File: src/rtl/mul_pkg.sv
// rtl/mul_pkg.sv - shared constants, funct3 codes and FSM state type for the iterative multiplier
package mul_pkg;

    localparam int DATA_W = 64;
    localparam int MUL_W  = 2 * DATA_W;

    localparam logic [6:0] OPC_RV32M = 7'b0110011;
    localparam logic [6:0] OPC_RV64M = 7'b0111011;

    localparam logic [2:0] F3_MUL    = 3'b000;
    localparam logic [2:0] F3_MULH   = 3'b001;
    localparam logic [2:0] F3_MULHSU = 3'b010;
    localparam logic [2:0] F3_MULHU  = 3'b011;

    typedef enum logic [1:0] {
        IDLE = 2'd0,
        BUSY = 2'd1,
        DONE = 2'd2
    } mul_state_e;

endpackage

File: src/rtl/mul_step_adder.sv
// rtl/mul_step_adder.sv - one shift-add step: acc_hi + mcand * mbits with carry out
module mul_step_adder #(
    parameter int DATA_W         = 64,
    parameter int BITS_PER_CYCLE = 2
) (
    input  logic [DATA_W-1:0]         acc_hi,
    input  logic [DATA_W-1:0]         mcand,
    input  logic [BITS_PER_CYCLE-1:0] mbits,
    output logic [DATA_W-1:0]         sum,
    output logic [BITS_PER_CYCLE-1:0] carry
);

    localparam int SUM_W = DATA_W + BITS_PER_CYCLE;

    logic [SUM_W-1:0] total;
    logic [SUM_W-1:0] mcand_ext;

    assign mcand_ext = {{BITS_PER_CYCLE{1'b0}}, mcand};

    // Accumulate shifted copies of the multiplicand for each set multiplier bit;
    // the wide sum cannot overflow since (2^W-1)*2^B < 2^(W+B).
    always_comb begin
        total = {{BITS_PER_CYCLE{1'b0}}, acc_hi};
        for (int i = 0; i < BITS_PER_CYCLE; i++) begin
            if (mbits[i]) begin
                total = total + (mcand_ext << i);
            end
        end
    end

    assign sum   = total[DATA_W-1:0];
    assign carry = total[SUM_W-1:DATA_W];

endmodule

File: src/rtl/mul_iter_core.sv
// rtl/mul_iter_core.sv - multi-cycle unsigned shift-add multiplier with valid/ready and flush
module mul_iter_core #(
    parameter int DATA_W         = 64,
    parameter int BITS_PER_CYCLE = 2,
    parameter int ZERO_SKIP      = 1
) (
    input  logic                  Clk,
    input  logic                  Rst,
    input  logic                  MulValidIn,
    output logic                  MulReadyOut,
    input  logic [DATA_W-1:0]     Mulitiplicand,
    input  logic [DATA_W-1:0]     Mulitiplier,
    input  logic [6:0]            MulOpCodeIn,
    input  logic [2:0]            MulFunct3In,
    input  logic                  MulitiplicandSignIn,
    input  logic                  MulitiplierSignIn,
    input  logic                  FlushFlag,
    output logic [2*DATA_W-1:0]   Product,
    output logic                  ProductValid,
    input  logic                  ProductReady,
    output logic [6:0]            MulOpCodeToEx,
    output logic [2:0]            MulFunct3ToEx,
    output logic                  MulitiplicandHighestBit,
    output logic                  MulitiplierHighestBit,
    output logic                  MulBusy
);

    import mul_pkg::*;

    localparam int PROD_W = 2 * DATA_W;
    localparam int N      = DATA_W / BITS_PER_CYCLE;
    localparam int CNT_W  = $clog2(N + 1);

    mul_state_e          state_q, state_d;
    logic [CNT_W-1:0]    count_q, count_d;
    logic [DATA_W-1:0]   mcand_q, mcand_d;
    logic [DATA_W-1:0]   mplier_q, mplier_d;
    logic [PROD_W-1:0]   acc_q, acc_d;
    logic [PROD_W-1:0]   product_q, product_d;
    logic [6:0]          opcode_q, opcode_d;
    logic [2:0]          funct3_q, funct3_d;
    logic                mcand_sign_q, mcand_sign_d;
    logic                mplier_sign_q, mplier_sign_d;

    logic [DATA_W-1:0]           step_sum;
    logic [BITS_PER_CYCLE-1:0]   step_carry;
    logic [PROD_W+BITS_PER_CYCLE-1:0] acc_ext;
    logic [PROD_W-1:0]           acc_next;
    logic                        zero_op;

    mul_step_adder #(
        .DATA_W         (DATA_W),
        .BITS_PER_CYCLE (BITS_PER_CYCLE)
    ) u_step (
        .acc_hi (acc_q[PROD_W-1:DATA_W]),
        .mcand  (mcand_q),
        .mbits  (mplier_q[BITS_PER_CYCLE-1:0]),
        .sum    (step_sum),
        .carry  (step_carry)
    );

    // Shift {carry, sum, acc_lo} right so retired product bits drain into the low half.
    always_comb begin
        acc_ext  = {step_carry, step_sum, acc_q[DATA_W-1:0]};
        acc_next = acc_ext[PROD_W+BITS_PER_CYCLE-1:BITS_PER_CYCLE];
    end

    assign zero_op = (ZERO_SKIP != 0) && ((Mulitiplicand == '0) || (Mulitiplier == '0));

    // Next-state and datapath update; flush overrides accept, iteration and handoff.
    always_comb begin
        state_d       = state_q;
        count_d       = count_q;
        mcand_d       = mcand_q;
        mplier_d      = mplier_q;
        acc_d         = acc_q;
        product_d     = product_q;
        opcode_d      = opcode_q;
        funct3_d      = funct3_q;
        mcand_sign_d  = mcand_sign_q;
        mplier_sign_d = mplier_sign_q;

        if (FlushFlag) begin
            state_d = IDLE;
            count_d = '0;
        end else begin
            case (state_q)
                IDLE: begin
                    if (MulValidIn) begin
                        mcand_d       = Mulitiplicand;
                        mplier_d      = Mulitiplier;
                        opcode_d      = MulOpCodeIn;
                        funct3_d      = MulFunct3In;
                        mcand_sign_d  = MulitiplicandSignIn;
                        mplier_sign_d = MulitiplierSignIn;
                        acc_d         = '0;
                        if (zero_op) begin
                            product_d = '0;
                            count_d   = '0;
                            state_d   = DONE;
                        end else begin
                            count_d   = CNT_W'(N);
                            state_d   = BUSY;
                        end
                    end
                end
                BUSY: begin
                    acc_d    = acc_next;
                    mplier_d = mplier_q >> BITS_PER_CYCLE;
                    count_d  = count_q - CNT_W'(1);
                    if (count_q == CNT_W'(1)) begin
                        product_d = acc_next;
                        state_d   = DONE;
                    end
                end
                DONE: begin
                    if (ProductReady) begin
                        state_d = IDLE;
                    end
                end
                default: begin
                    state_d = IDLE;
                end
            endcase
        end
    end

    // State and datapath registers with asynchronous active-low clear.
    always_ff @(posedge Clk or negedge Rst) begin
        if (!Rst) begin
            state_q       <= IDLE;
            count_q       <= '0;
            mcand_q       <= '0;
            mplier_q      <= '0;
            acc_q         <= '0;
            product_q     <= '0;
            opcode_q      <= '0;
            funct3_q      <= '0;
            mcand_sign_q  <= 1'b0;
            mplier_sign_q <= 1'b0;
        end else begin
            state_q       <= state_d;
            count_q       <= count_d;
            mcand_q       <= mcand_d;
            mplier_q      <= mplier_d;
            acc_q         <= acc_d;
            product_q     <= product_d;
            opcode_q      <= opcode_d;
            funct3_q      <= funct3_d;
            mcand_sign_q  <= mcand_sign_d;
            mplier_sign_q <= mplier_sign_d;
        end
    end

    assign MulReadyOut             = (state_q == IDLE);
    assign ProductValid            = (state_q == DONE);
    assign MulBusy                 = (state_q != IDLE);
    assign Product                 = product_q;
    assign MulOpCodeToEx           = opcode_q;
    assign MulFunct3ToEx           = funct3_q;
    assign MulitiplicandHighestBit = mcand_sign_q;
    assign MulitiplierHighestBit   = mplier_sign_q;

endmodule

File: config.mk
export PLATFORM = sky130hd
export DESIGN_NAME = mul_iter_core
export DESIGN_NICKNAME = d
export VERILOG_FILES = /design/src/rtl/mul_pkg.sv /design/src/rtl/mul_step_adder.sv /design/src/rtl/mul_iter_core.sv
export SDC_FILE = /design/constraint.sdc
export NUM_CORES = 1
export LEC_CHECK = 0
export CORE_MARGIN = 1
export CORE_UTILIZATION = 50
export DETAILED_ROUTE_END_ITERATION = 10
export DONT_BUFFER_PORTS = 1
export PLACE_DENSITY = 0.73
export SLEW_MARGIN = 30
export SYNTH_ARGS = -nofsm -noshare
export SYNTH_HDL_FRONTEND = slang
export SYNTH_SLANG_ARGS = --single-unit
File: constraint.sdc
create_clock -name Clk -period 6.2 [get_ports Clk]
set_clock_uncertainty 0.2 [all_clocks]
set_input_delay 0.93 -clock Clk [delete_from_list [all_inputs] [get_ports Clk]]
set_output_delay 0.93 -clock Clk [all_outputs]
set_load 0.05 [all_outputs]
==> metrics.md, run 1 <==
| Metric | Value |
|---|---|
| CTS tree | `done` |
| Netlist cell types | `96` |
| Post-Syn Instances | `3166` |
| Mapped Nets | `3444` |
| Net load switching power | `7.77 mW` |
| Synth area leaders | `dfrtp_1 (39%), nand2_1 (12%), ha_1 (6.4%), o21ai_0 (5.5%), a21oi_1 (3.7%)` |
| Slew Viols, Final | `0` |
| Syn. warnings | `0` |
| DP HPWL | `around 65000 um` |
| Clock latency at the later pin of the worst-skew pair | `0.60 ns` |
| Failing checks | `negative hold slack` |
| Tcrit/Tclk final | `0.961` |
| CP Launch Type | `flip-flop` |
| Setup violations, final | `0` |
| Crit. End Element | `flip-flop` |
| Worst hold path type | `primary input to async pin` |
| Share of the synthesized area in the top cell type | `0.392` |
| Die width | `~230 um` |
| Largest net degree at the start of global routing | `just over 400` |
| Finished Cell Area | `27700 um^2` |
| Fraction of registers with async set/reset | `1.00` |
| Post-synth top area cell | `dfrtp_1` |
| Met1 wire length | `around 36000 um` |
| ANT nets after route | `0` |
| Top Family by Delay on Critical Path | `compound AO/OA/AOI/OAI gates` |
| Die Span Y | `228 um` |
| Final wirelength | `88300 um` |
| Post-Syn Area per Cell | `slightly above 8 um^2` |
| Switching share of power | `0.499` |
| WP depth | `23` |
| Max_cap viols | `0` |
| Slew @ Worst Pin | `1.29 ns` |
| Final worst slack | `between 0.2 and 0.25 ns` |
| Met3 wire length | `around 7400 um` |
| Max incr delay on CP | `0.40 ns` |
| I/O Buffers | `0` |
| Area after DPL | `between 20000 and 30000 um^2` |
| Vias | `between 20000 and 25000` |
| WP data required | `6.50 ns` |
| Initial DRT Pass Iterations | `8` |
| Fin cells | `approximately 3800` |
| Reg2Reg Depth | `23` |
| Global route overflow | `0` |
| Worst setup path class | `flip-flop to flip-flop` |
| Layout area overhead | `7.95%` |
| Drc violations | `0` |
| Max rail drop VDD | `approximately 0.36 mV` |
| Pwr/cell area | `563 nW/um^2` |
| Flops & latches, synth | `402` |
| Final Hold Fails | `130` |
| Die ar. | `52200 um^2` |
| Post-Syn Area | `between 20000 and 30000 um^2` |
| Row count | `82` |
| Share of layout cells above drive strength 1 | `0.0771` |
| Routed WL per cell | `approximately 23 um` |
| Initial Util | `0.509` |
| Sequential share of the synthesized area | `0.392` |
| Int Pwr | `7.80 mW` |
| CTS Buffer Depth | `3` |
| Worst-path maximum fanout | `8` |
| IO Count | `about 290` |
| GP Congestion | `0.996` |
| Logic pwr share | `0.541` |
| DR top layer | `met4` |
| Critical-path top delay cell | `fa_1` |
| First-pass GRT wire length | `135000 um` |
| Number of global-route vias before repair | `22739` |
| Seq pwr share | `0.287` |
| Critical Path AT | `roughly 6.3 ns` |
| Leakage | `about 13 nW` |
| Max_slew headroom | `0.139` |
| Placed cells | `approximately 3700` |
| H-tree levels | `2` |
| Root Buffer | `clkbuf_16` |
| Post-Place Worst Slack | `0.0445 ns` |
| Main synth FF type | `dfrtp_1` |
| Sinks on Clock Net | `402` |
| Fillcell total | `about 4700` |
| Critical Path, Cell by Cell | `ha_1 > inv_1 > fa_1 > nand2b_1 > a211oi_2 > o21a_2 > o2111a_2 > o2111ai_2 > and3_1 > o21ai_0 > xnor2_1 > mux2i_1 > inv_1 > ha_1 > a21oi_1 > o21ai_0 > o21ai_1 > buf_4 > nor2b_1 > o21ai_1 > a21oi_1 > mux2_2 > o211ai_1` |
| Post-layout min period | `5.96 ns` |
| Max Freq | `168 MHz` |
| Portion of total power attributed to the clock network | `0.172` |
| Worst hold margin | `-0.149 ns` |
| Initial antenna violation count | `1` |
| CTS Buf Count | `43` |
| Clock slew at reported path FFs | `0.07 ns` |
| Metal2 WL | `just under 40000 um` |
| Initial DRC Count | `between 2000 and 3000` |
| Nets | `3342` |
| Avg Vias per Cell | `6.34` |
| Total GRT Usage | `0.333` |
| Number of flops mapped to enable cells by yosys | `0` |
| Outcome | `finished with violations` |
| RSZ-0062 raised after global routing | `true` |
| Core region area | `50400 um^2` |
| Crit path buf inv count | `3` |
==> metal layers <==
metal	global-route usage	up-vias
li1	-	10983
met1	0.440	11566
met2	0.519	1108
met3	0.0629	245
met4	0.172	0
met5	0	-
==> worst paths after layout <==
path,from,endpoint,slack [ns]
worst min register to register,mplier_q[63],mplier_q[63],0.27
worst max register to register,acc_q[64],Product[119],0.24
worst min-delay path,Rst,mcand_q[33],-0.15
min in group Clk,FlushFlag,state_q[0],0.20
worst max-delay path,acc_q[64],Product[119],0.24
max in group asynchronous,Rst,mplier_q[1],4.79
==> cells in the final DEF (no fill, tap or decap), types with 9 or more instances in the layout <==
cell	count
nand3_1	48
and3_1	16
buf_4	43
nand4_1	63
o211ai_1	26
clkbuf_8	9
o21bai_1	28
a211oi_1	20
xor2_1	38
o31ai_1	21
a21o_1	79
ha_1	129
nor2b_1	18
o21ai_0	283
o21a_1	18
a221o_1	9
inv_1	51
a31oi_1	81
and2_1	11
o221ai_1	13
xnor2_1	62
a21oi_2	9
o21ai_1	19
nor2_1	178
mux2i_1	27
nor3_1	38
a21oi_1	187
nor4_1	38
clkbuf_16	43
dfrtp_1	400
or3_1	11
or2_2	13
clkinv_2	12
nand2b_1	16
mux2_2	41
nand2_1	832
==> timing repair <==
action                     in CTS  in global routing
resized for setup               1                  9
pin swaps                       0                  5
setup endpoints to repair       1                 26
hold endpoints to repair      402                228
setup buffers                   0                  3
==> logic make-up after synthesis <==
logic type,Yosys count,share of synthesized area
AO/OA/AOI/OAI,889,0.218
XOR/XNOR,101,0.0348
adder cells (fa/ha/maj),133,0.0655
buffers and inverters,245,0.0368
flip-flops,402,0.392
multiplexers,68,0.0285
AND/OR/NAND/NOR,1328,0.224
==> power by group through the flow <==
stage	clock, mW	sequential (mW)	combinational (mW)
6_report	2.69	4.47	8.42
5_1_grt	2.82	4.53	9.11
4_1_cts	2.72	4.46	8.16
3_5_place_dp	0	4.50	8.11
3_3_place_gp	0	4.49	8.04
2_1_floorplan	0	4.20	6.04
==> worst reg2reg max path: stages (launching register included) <==
cell,delay (ns)
dfrtp_1,0.39
ha_1,0.18
inv_1,0.06
fa_1,0.40
nand2b_1,0.21
a211oi_2,0.20
o21a_2,0.19
o2111a_2,0.26
o2111ai_2,0.28
and3_1,0.30
o21ai_0,0.40
xnor2_1,0.11
mux2i_1,0.34
inv_1,0.08
ha_1,0.40
a21oi_1,0.26
o21ai_0,0.17
o21ai_1,0.27
buf_4,0.20
nor2b_1,0.13
o21ai_1,0.12
a21oi_1,0.18
mux2_2,0.36
o211ai_1,0.18
==> area by class of cell <==
class                           instances  area [um^2]  share of cell area
Antenna cell                            2         5.00            0.000181
Sequential cell                       402        10100               0.364
Multi-Input combinational cell       2519        14800               0.533
Tap cell                              672          841              0.0304
Inverter                               54          203             0.00732
Timing Repair Buffer                   44          343              0.0124
Clock inverter                         22          238             0.00859
Clock buffer                           58         1220              0.0442
==> cell usage after synthesis, drive strengths merged (5+ instances only) <==
master / instances
nor2b: 19
o22ai: 6
a21oi: 196
buf: 33
a31oi: 82
dfrtp: 402
nand2: 835
nand4: 63
a21boi: 9
nor4: 44
a221oi: 6
mux2: 41
xor2: 38
a22oi: 6
a22o: 5
nand2b: 16
or3: 11
mux2i: 27
a21o: 79
o21ai: 307
ha: 131
o311ai: 7
and3: 16
o221ai: 14
and4: 5
nand3b: 5
a211oi: 21
o211ai: 28
and2: 12
nor3: 42
o31ai: 24
xnor2: 63
a211o: 6
o21a: 19
o21bai: 28
clkbuf: 158
nor2: 184
and3b: 5
or2: 14
nand3: 48
inv: 52
a221o: 9
==> metrics by stage <==
stage          setup TNS (ns)  utilization  total power [mW]
3_3_place_gp                0        0.519              12.5
4_1_cts                     0        0.548              15.3
6_report                    0        0.550              15.6
5_1_grt               -0.0737        0.550              16.4
3_5_place_dp                0        0.519              12.6
2_1_floorplan               0            -              10.2
==> flip-flops by register name (all words and copies together), names as in the netlist <==
signal / cells
Product: 128
acc_q: 126
mcand_q: 64
mplier_q: 64
MulOpCodeToEx: 7
count_q: 6
MulFunct3ToEx: 3
state_q: 2
MulitiplicandHighestBit: 1
MulitiplierHighestBit: 1
Note: power is estimated with default switching activity, not from simulation.
==> inputs of run 2 (changes only) <==
--- a/config.mk
+++ b/config.mk
@@ -7,9 +7,10 @@
 export LEC_CHECK = 0
 export CORE_MARGIN = 1
 export CORE_UTILIZATION = 50
+export CTS_CLUSTER_DIAMETER = 150
 export DETAILED_ROUTE_END_ITERATION = 10
 export DONT_BUFFER_PORTS = 1
-export PLACE_DENSITY = 0.73
+export PLACE_DENSITY = 0.63
 export SLEW_MARGIN = 30
 export SYNTH_ARGS = -nofsm -noshare
 export SYNTH_HDL_FRONTEND = slang
==> run 2 against run 1 <==
Net effect: the flow still finishes with violations (negative hold slack); critical endpoint is now Product[109]; via count is 0.92% lower; routed wire length grew 1.5%; final cell count hardly changed; non-clock buffer count grew 2; die area did not move; total power grew 0.91%; clock-buffer cell count rose by 5; highest routed layer unchanged; utilization increased by 0.20 points; critical path depth is the same; sequential cell count unchanged.
==> metrics.md, run 2 (synthesis results as in run 1) <==
| Metric | Value |
|---|---|
| Worst-path maximum fanout | `7 (was 8)` |
| Top Family by Delay on Critical Path | `compound AO/OA/AOI/OAI gates (unchanged)` |
| Layout area overhead | `8.35% (was 7.95%)` |
| Slew @ Worst Pin | `1.47 ns (was 1.29 ns)` |
| Max incr delay on CP | `0.50 ns (was 0.40 ns)` |
| Worst hold margin | `-0.170 ns (was -0.149 ns)` |
| Pwr/cell area | `566 nW/um^2 (was 563 nW/um^2)` |
| Die width | `228 um (unchanged)` |
| Tot Pwr | `15.7 mW (was 15.6 mW)` |
| DP HPWL | `66100 um (was 65200 um)` |
| CTS Buf Count | `45 (was 43)` |
| Max reg flops | `128 (unchanged)` |
| CTS Buffer Depth | `3 (unchanged)` |
| Outcome | `finished with violations (unchanged)` |
| Core region area | `50400 um^2 (unchanged)` |
| Post-Place Worst Slack | `0.0215 ns (was 0.0445 ns)` |
| Final worst slack | `0.235 ns (was 0.240 ns)` |
| GP Congestion | `0.964 (was 0.996)` |
| Final Hold Fails | `114 (was 130)` |
| Worst setup path class | `flip-flop to flip-flop (unchanged)` |
| I/O Buffers | `0 (unchanged)` |
| Leakage | `12.7 nW (about the same)` |
| Critical Path, Cell by Cell | `ha_1 > inv_1 > fa_1 > nand2b_1 > a211oi_2 > o21a_2 > o2111a_2 > o21ai_2 > a211o_1 > and2_1 > xnor2_1 > mux2i_2 > inv_1 > ha_2 > nand4_1 > or2_2 > nor2_2 > o311ai_4 > a21oi_2 > a21oi_2 > xnor2_1 > a222oi_1 > o21ai_0 (was ha_1 > inv_1 > fa_1 > nand2b_1 > a211oi_2 > o21a_2 > o2111a_2 > o2111ai_2 > and3_1 > o21ai_0 > xnor2_1 > mux2i_1 > inv_1 > ha_1 > a21oi_1 > o21ai_0 > o21ai_1 > buf_4 > nor2b_1 > o21ai_1 > a21oi_1 > mux2_2 > o211ai_1)` |
| Avg Vias per Cell | `6.28 (was 6.34)` |
| Post CTS Setup Buffer Count | `0 (unchanged)` |
| Setup violations, final | `0 (unchanged)` |
| Routed WL per cell | `23.8 um (was 23.4 um)` |
| Die Span Y | `228 um (unchanged)` |
| Fin Setup TNS | `0 ns (unchanged)` |
| Largest net degree at the start of global routing | `403 (unchanged)` |
| Critical-path top delay cell | `a222oi_1 (was fa_1)` |
| Nets | `3346 (was 3342)` |
| Tcrit/Tclk final | `0.962 (was 0.961)` |
| Share of layout cells above drive strength 1 | `0.0762 (was 0.0771)` |
| Die ar. | `52200 um^2 (unchanged)` |
| Number of global-route vias before repair | `22773 (was 22739)` |
| Slew Viols, Final | `0 (unchanged)` |
| Initial DRC Count | `2126 (was 2612)` |
| Max rail drop VDD | `0.255 mV (was 0.363 mV)` |
| Initial DRT Pass Iterations | `6 (was 8)` |
| Global route overflow | `0 (unchanged)` |
| Crit path buf inv count | `2 (was 3)` |
| Clock latency at the later pin of the worst-skew pair | `0.60 ns (about the same)` |
| Area of the multi-input gates | `14800 um^2 (about the same)` |
| Max_cap viols | `0 (unchanged)` |
| Root Buffer | `clkbuf_16 (unchanged)` |
| CP Launch Type | `flip-flop (unchanged)` |
| Failing checks | `negative hold slack (unchanged)` |
| RSZ-0062 raised after global routing | `false (was true)` |
| Total GRT Usage | `0.338 (was 0.333)` |
| Final wirelength | `89600 um (was 88300 um)` |
| Initial Util | `0.509 (unchanged)` |
| IO Count | `288 (unchanged)` |
| Max Freq | `168 MHz (about the same)` |
| Seq. cell area | `10100 um^2 (unchanged)` |
| CP startpoint | `mcand_q[0] (was acc_q[64])` |
| Fillcell total | `4809 (was 4677)` |
| Crit. End Element | `flip-flop (unchanged)` |
| Sinks on Clock Net | `402 (unchanged)` |
| Initial antenna violation count | `1 (unchanged)` |
| Max_slew headroom | `0.0203 (was 0.139)` |
| Worst hold path type | `primary input to async pin (unchanged)` |
| Clock slew at reported path FFs | `0.06 ns (was 0.07 ns)` |
| Most common cell after layout, fill and taps aside | `nand2_1 (unchanged)` |
| CTS tree | `done (unchanged)` |
| First-pass GRT wire length | `137000 um (was 135000 um)` |
| Post-layout min period | `5.97 ns (was 5.96 ns)` |
| WP data required | `6.46 ns (was 6.50 ns)` |
| Drc violations | `0 (unchanged)` |
| ANT nets after route | `0 (unchanged)` |
| Critical Path AT | `6.23 ns (was 6.26 ns)` |
| Most frequent cells in the layout | `nand2_1 (833), dfrtp_1 (400), o21ai_0 (282), a21oi_1 (187), nor2_1 (178) (was nand2_1 (832), dfrtp_1 (400), o21ai_0 (283), a21oi_1 (187), nor2_1 (178))` |
| Antenna cell count | `0 (was 2)` |
| Row count | `82 (unchanged)` |
| Vias | `23683 (was 23902)` |
| H-tree levels | `2 (unchanged)` |
| Worst r2r src | `mcand_q[0] (was acc_q[64])` |
run 2: cell types whose count changed in the layout (fill, tap and decap cells not counted), sizes merged:
cell / before / now
clkbuf: 58 / 63
clkinvlp: 2 / 3
buf: 44 / 46
diode: 2 / 0
clkinv: 17 / 9
run 2: where the power goes:
group	switching (mW)	internal (mW)	total, mW
sequential	1.30	3.17	4.47
clock	1.16	1.62	2.78
combinational	5.35	3.11	8.47
run 2: routing by layer:
metal  routed length (um)  part of all wire  GRT usage
met1                38700              0.43      0.461
met2                40500              0.45      0.536
met3                 6540             0.073     0.0536
met4                 3890             0.043      0.138
met5                    0                 0          0
run 2: area by class of cell:
| class | count | share of cell area |
|---|---|---|
| multi-input combinational | 2519 | 0.532 |
| sequential | 402 | 0.362 |
| clock buffer | 63 | 0.0477 |
| tap | 672 | 0.0303 |
| timing repair buffer | 46 | 0.0139 |
| inverter | 54 | 0.00729 |
| clock inverter | 15 | 0.00702 |
run 2: final timing paths:
path	to	slack (ns)	cells past startpoint
hold / removal	Product[117]	-0.17	0
min in group Clk	count_q[0]	0.22	1
max in group asynchronous	mplier_q[1]	4.70	0
setup / recovery	Product[109]	0.23	23
setup reg to reg	Product[109]	0.23	23
hold reg to reg	mplier_q[62]	0.27	2
run 2: timing repair:
action                                 4_1_cts  5_1_grt
resized for setup                            0       15
endpoints found under the hold margin      402      402
setup endpoints to repair                    0       29
run 2: through the flow:
stage	util	area, um^2	hold WS, ns	instances
after floorplan	-	25600	0.239	3166
after global placement	0.519	26200	0.251	3692
after detailed placement	0.520	26200	0.255	3693
after CTS	0.550	27700	-0.194	3771
after global routing	0.552	27800	-0.179	3771
final	0.552	27800	-0.170	3771
